**src/rtl/autocat_tuner.sv**
```systemverilog
// autocat_tuner: per-LRU-position sampled hit counting over an epoch, then a
// cumulative-coverage scan that publishes the smallest covering way mask.
module autocat_tuner #(
    parameter int NUM_WAY       = 16,
    parameter int COUNTER_WIDTH = 32,
    parameter int SET_ADDR_LEN  = 64,
    parameter int EPOCH_POWER   = 20,
    parameter int SAMPLE_SHIFT  = 0,
    parameter int COVER_NUM     = 15,
    parameter int COVER_SHIFT   = 4,
    parameter int MIN_WAYS      = 1
) (
    input  logic                             clk_in,
    input  logic                             reset_with_request_limit,
    input  logic                             cfg_enable,
    input  logic [SET_ADDR_LEN-1:0]          set_address,
    input  logic                             access_valid,
    input  logic [NUM_WAY-1:0]               hit_vec,
    output logic [NUM_WAY*COUNTER_WIDTH-1:0] cat_counter_flatted,
    output logic [NUM_WAY-1:0]               suggested_waymask,
    output logic [$clog2(NUM_WAY):0]         suggested_way_count,
    output logic                             epoch_done,
    output logic                             busy,
    output logic                             epoch_overrun
);

    localparam int IW = $clog2(NUM_WAY);
    localparam int KW = IW + 1;
    localparam int CW = COUNTER_WIDTH;
    localparam int TW = CW + IW;
    localparam int AW = EPOCH_POWER + 1;
    localparam int XW = TW + COVER_SHIFT + 1;

    localparam logic [AW-1:0] ACC_LAST = {1'b0, {EPOCH_POWER{1'b1}}};
    localparam logic [IW-1:0] IDX_LAST = IW'(NUM_WAY - 1);
    localparam logic [KW-1:0] K_MIN    = KW'(MIN_WAYS);
    localparam logic [KW-1:0] K_ALL    = KW'(NUM_WAY);

    typedef enum logic [1:0] {
        S_IDLE,
        S_SCAN,
        S_PUBLISH
    } state_t;

    state_t state;
    state_t state_nxt;

    logic          sampled;
    logic          epoch_end;
    logic          take_k;
    logic          step;
    logic          hit_test;
    logic          overrun_q;
    logic          unused_addr;

    logic [CW-1:0] live_cnt [NUM_WAY];
    logic [CW-1:0] live_nxt [NUM_WAY];
    logic [CW-1:0] snap     [NUM_WAY];

    logic [TW-1:0] live_total;
    logic [TW-1:0] total_nxt;
    logic [TW-1:0] snap_total;
    logic [TW-1:0] cum;
    logic [TW-1:0] cum_n;
    logic [AW-1:0] acc_cnt;
    logic [IW-1:0] idx;
    logic [KW-1:0] idx_inc;
    logic [KW-1:0] k_new;
    logic [KW-1:0] k_reg;
    logic [XW-1:0] cover_lhs;
    logic [XW-1:0] cover_rhs;

    logic [NUM_WAY-1:0] mask_reg;

    function automatic logic [NUM_WAY-1:0] low_mask(input logic [KW-1:0] n);
        logic [NUM_WAY-1:0] m;
        for (int i = 0; i < NUM_WAY; i++) begin
            m[i] = (KW'(i) < n);
        end
        return m;
    endfunction

    // Only the low SAMPLE_SHIFT address bits choose the sampled sets.
    assign unused_addr = ^set_address;

    generate
        if (SAMPLE_SHIFT == 0) begin : g_all_sets
            assign sampled = access_valid;
        end else begin : g_sub_sets
            assign sampled = access_valid &&
                             (set_address[SAMPLE_SHIFT-1:0] == '0);
        end
    endgenerate

    assign epoch_end = sampled && (acc_cnt == ACC_LAST);

    always_comb begin
        for (int i = 0; i < NUM_WAY; i++) begin
            live_nxt[i] = live_cnt[i];
            if (hit_vec[i] && (live_cnt[i] != '1)) begin
                live_nxt[i] = live_cnt[i] + CW'(1);
            end
        end
        total_nxt = live_total;
        if ((|hit_vec) && (live_total != '1)) begin
            total_nxt = live_total + TW'(1);
        end
    end

    always_ff @(posedge clk_in or posedge reset_with_request_limit) begin
        if (reset_with_request_limit) begin
            for (int i = 0; i < NUM_WAY; i++) begin
                live_cnt[i] <= '0;
            end
            live_total <= '0;
            acc_cnt    <= '0;
        end else if (sampled) begin
            if (epoch_end) begin
                for (int i = 0; i < NUM_WAY; i++) begin
                    live_cnt[i] <= '0;
                end
                live_total <= '0;
                acc_cnt    <= '0;
            end else begin
                for (int i = 0; i < NUM_WAY; i++) begin
                    live_cnt[i] <= live_nxt[i];
                end
                live_total <= total_nxt;
                acc_cnt    <= acc_cnt + AW'(1);
            end
        end
    end

    // A busy scan keeps its snapshot; the late epoch is only flagged.
    always_ff @(posedge clk_in or posedge reset_with_request_limit) begin
        if (reset_with_request_limit) begin
            for (int i = 0; i < NUM_WAY; i++) begin
                snap[i] <= '0;
            end
            snap_total <= '0;
            overrun_q  <= 1'b0;
        end else if (epoch_end) begin
            if (state == S_IDLE) begin
                for (int i = 0; i < NUM_WAY; i++) begin
                    snap[i] <= live_nxt[i];
                end
                snap_total <= total_nxt;
            end else begin
                overrun_q <= 1'b1;
            end
        end
    end

    always_comb begin
        cum_n     = cum + TW'(snap[idx]);
        cover_lhs = XW'(cum_n) << COVER_SHIFT;
        cover_rhs = XW'(snap_total) * XW'(COVER_NUM);
        hit_test  = (cover_lhs >= cover_rhs);
        idx_inc   = KW'(idx) + KW'(1);
        k_new     = (idx_inc < K_MIN) ? K_MIN : idx_inc;
    end

    always_ff @(posedge clk_in or posedge reset_with_request_limit) begin
        if (reset_with_request_limit) begin
            state <= S_IDLE;
        end else begin
            state <= state_nxt;
        end
    end

    always_comb begin
        state_nxt  = state;
        take_k     = 1'b0;
        step       = 1'b0;
        epoch_done = 1'b0;
        unique case (state)
            S_IDLE: begin
                if (epoch_end) begin
                    state_nxt = S_SCAN;
                end
            end
            S_SCAN: begin
                if (snap_total == '0) begin
                    state_nxt = S_PUBLISH;
                end else if (hit_test || (idx == IDX_LAST)) begin
                    take_k    = 1'b1;
                    state_nxt = S_PUBLISH;
                end else begin
                    step = 1'b1;
                end
            end
            S_PUBLISH: begin
                epoch_done = 1'b1;
                state_nxt  = S_IDLE;
            end
            default: begin
                state_nxt = S_IDLE;
            end
        endcase
    end

    always_ff @(posedge clk_in or posedge reset_with_request_limit) begin
        if (reset_with_request_limit) begin
            idx      <= '0;
            cum      <= '0;
            k_reg    <= K_ALL;
            mask_reg <= '1;
        end else begin
            if ((state == S_IDLE) && epoch_end) begin
                idx <= '0;
                cum <= '0;
            end else if (step) begin
                idx <= idx + IW'(1);
                cum <= cum_n;
            end
            if (take_k) begin
                k_reg    <= k_new;
                mask_reg <= low_mask(k_new);
            end
        end
    end

    generate
        for (genvar g = 0; g < NUM_WAY; g++) begin : g_flat
            assign cat_counter_flatted[g*CW +: CW] = snap[g];
        end
    endgenerate

    assign busy                = (state != S_IDLE);
    assign epoch_overrun       = overrun_q;
    assign suggested_waymask   = cfg_enable ? mask_reg : '1;
    assign suggested_way_count = cfg_enable ? k_reg : K_ALL;

endmodule
```
**config.mk**
```make
export PLATFORM = sky130hd
export DESIGN_NAME = autocat_tuner
export DESIGN_NICKNAME = d
export VERILOG_FILES = /design/src/rtl/autocat_tuner.sv
export SDC_FILE = /design/constraint.sdc
export NUM_CORES = 2
export LEC_CHECK = 0
export CAP_MARGIN = 20
export CORE_ASPECT_RATIO = 1.75
export CORE_UTILIZATION = 34
export DETAILED_ROUTE_END_ITERATION = 8
export PLACE_DENSITY = 0.57
export SETUP_SLACK_MARGIN = 0.5
export SLEW_MARGIN = 20
export SYNTH_ARGS = -nofsm -noshare
export SYNTH_HDL_FRONTEND = slang
export SYNTH_SLANG_ARGS = --single-unit
```
**constraint.sdc**
```tcl
create_clock -name clk_in -period 57.7 [get_ports clk_in]
set_clock_uncertainty 0.05 [all_clocks]
set_input_delay 17.31 -clock clk_in [delete_from_list [all_inputs] [get_ports clk_in]]
set_output_delay 17.31 -clock clk_in [all_outputs]
set_load 0.05 [all_outputs]
```
==> impl_metrics.csv <==
group,metric,value,unit
worst_hold_path,hp-class,"register to register",
logic_synthesis,yosys.area.top_type,"dfrtp_1",
logic_synthesis,synth-seq-cells,1180,
drt,post_drt_wl_per_cell,25.55,um
logic_synthesis,synth_common_cells,"1317 x nand2_1, 1164 x dfrtp_1, 1159 x o21ai_0",
logic_synthesis,synth_edf_count,0,
die,start_util,34.21,%
setup_path,critPathMostFrequentCell,"clkdlybuf4s50_1",
clock_network,clk_pin_slew,0.06,ns
drt,postRouteAntennaNets,0,
logic_synthesis,ys_async_sr_fraction,100.0,%
logic_synthesis,synthDominantCellAreaShare,41.93,%
place,placed_cell_area,77100,um2
die,die_h,599.9,um
status,outcome,"completed",
power,combPwrFrac,6.7,%
timing,fin_ws,21.13,ns
logic_synthesis,ys.flop_type,"dfrtp_1",
logic_synthesis,yosys_warnings,0,
timing,drv_slew,0,
timing,tightest_slew,1.304,ns
setup_path,slowest_delay,0.87,ns
setup_path,cp_slowest_cell,"clkdlybuf4s50_1",
timing,setup_viol,0,
logic_synthesis,netlist-cell-type-count,88,
clock_network,clock_sinks,1180,
finish,layout-drive-gt1-share,6.584,%
flow_run,cap_violations,0,
power,p_switching,0.4873,mW
power,swShare,26.27,%
power,leakage,33.07,nW
logic_synthesis,post-synth-top-count-cell,"nand2_1",
place,post-place-ws,21.07,ns
finish,utilization,40.03,%
power,ir_drop,26.05,uV
clock_network,cts_buffers,119,
setup_path,critical-path-top-delay-family,"buffers and inverters",
logic_synthesis,syn_area,69460,um2
finish,final_cell_area,81270,um2
die,rows,219,
setup_path,worstPathArrival,19.21,ns
setup_path,path_max_fanout,20,
setup_path,crit_buf_inv,2,
setup_path,cp_cell_sequence,"clkdlybuf4s50_1 -> and2_1 -> clkdlybuf4s50_1",
worst_hold_path,min_path_cells,1,
timing,setup_tns,0,ns
timing,slew_headroom,12.27,%
timing,period_minus_slack,36.57,ns
clock_network,htreeDepth,3,
drt,via_per_inst,5.632,
setup_path,end_kind,"output pin",
grt,grt_pass1_wl,395.6,mm
die,die-area,206200,um2
timing,grt_setup_unrepaired,"no",
timing,fmax,0.02734,GHz
logic_synthesis,seq_area_frac_synth,42.54,%
logic_synthesis,synthTopCellsByArea,"dfrtp_1 42%, o21ai_0 8.4%, nand2_1 7.1%, mux4_2 5.2%, xnor2_1 4.6%",
clock_network,postCtsSetupBuffers,0,
grt,grt_pass1_vias,57960,
clock_network,cts_root_buf,"clkbuf_16",
setup_path,worstPathRequired,40.34,ns
setup_path,crit_type,"primary input to output pin",
clock_network,cts.repair.resized,0,
drt,drt_wl_total,272.0,mm
timing,holdWs,0.4078,ns
clock_network,clk_path_buf_depth,3,
logic_synthesis,syn_avg_cell_area,9.109,um2
power,powerDensity,22.82,nW/um2
drt,drc,0,
finish,nNetsFinal,8196,
drt,drt-initial-drc-count,5032,
finish,syn_to_final_growth,17.00,%
clock_network,hold_buffers,0,
timing,hold_violations,0,
clock_network,cts_tree,"built",
power,p_clk_share,45.2,%
drt,drtPass1Iterations,6,
grt,grt_max_degree,231,
place,place_congestion,0.9572,
place,port_buffers,555,
timing,min_period_over_period,63.39,%
setup_path,path_depth,3,
die,core,203000,um2
grt,grt_overflow,0,
grt,antenna_found_initial,19,
die,io_pins,620,
grt,grt_usage,25.92,%
die,die_w,343.7,um
logic_synthesis,syn-num-nets,7929,
power,seqPwrFrac,48.1,%
power,intPower,1.367,mW
place,post-dp-hpwl,201.0,mm
drt,num_vias,59970,
finish,fillers,20080,
setup_path,reg2reg_depth,22,
logic_synthesis,synthCells,7626,
setup_path,cp-start-kind,"primary input",
clock_network,clock_latency,0.77,ns
[per-layer routing]
metal  share of wire [%]  wire length, um  track usage [%]
met3                 7.2            19580            5.592
met2                  48           131000            43.47
met1                  39           106100            31.24
met4                 5.6            15230            12.79
met5               0.029               80                0
[final timing paths]
| check | slack, ns | endpoint | startpoint |
|---|---|---|---|
| worst max register to register | 48.05 | idx[2] | idx[0] |
| worst max-delay path | 21.13 | suggested_way_count[3] | cfg_enable |
| worst min-delay path | 0.41 | epoch_overrun | epoch_overrun |
| max in group asynchronous | 36.04 | live_cnt[158] | reset_with_request_limit |
| worst min register to register | 0.41 | epoch_overrun | epoch_overrun |
| min in group asynchronous | 17.05 | live_cnt[459] | reset_with_request_limit |
[logic make-up after synthesis]
family	synth area share [%]
flops	42.54
buf+inv	3.956
mux	6.373
simple gates	17.99
xor+xnor	7.540
compound gates	16.89
fa+ha+maj	4.716
[area by class of cell]
type | instances | area, um2 | area share (%)
multi-input combinational | 5744 | 37250 | 45.84
clock inverter | 51 | 696.9 | 0.8575
timing repair buffer | 626 | 6191 | 7.618
tap | 2652 | 3318 | 4.083
clock buffer | 166 | 3385 | 4.165
antenna | 8 | 20.02 | 0.02463
inverter | 222 | 848.3 | 1.044
sequential | 1180 | 29560 | 36.37
[cell usage in the layout (no fill, tap or decap), types with 119 or more instances in the layout]
cell type,count
mux4_2,160
ha_1,149
xor2_1,231
clkbuf_16,119
a21oi_1,239
xnor2_1,367
and3_1,201
clkdlybuf4s50_1,554
nor2_1,347
inv_1,220
dfrtp_1,1160
nand3_1,263
nand2_1,1314
o31ai_1,187
o21ai_0,1159
[metrics by stage]
step	total power, mW	cells
after detailed placement	1.031	10420
after global routing	1.919	10640
after global placement	1.026	10420
final	1.855	10650
after floorplan	0.9872	7626
after CTS	1.871	10640
[power by group through the flow]
stage	logic (mW)	registers, mW	clock network [mW]
6_report	0.124	0.892	0.838
5_1_grt	0.138	0.897	0.883
4_1_cts	0.125	0.891	0.854
3_5_place_dp	0.125	0.906	0
3_3_place_gp	0.121	0.905	0
2_1_floorplan	0.0921	0.895	0
(Power assumes the default switching activity.)
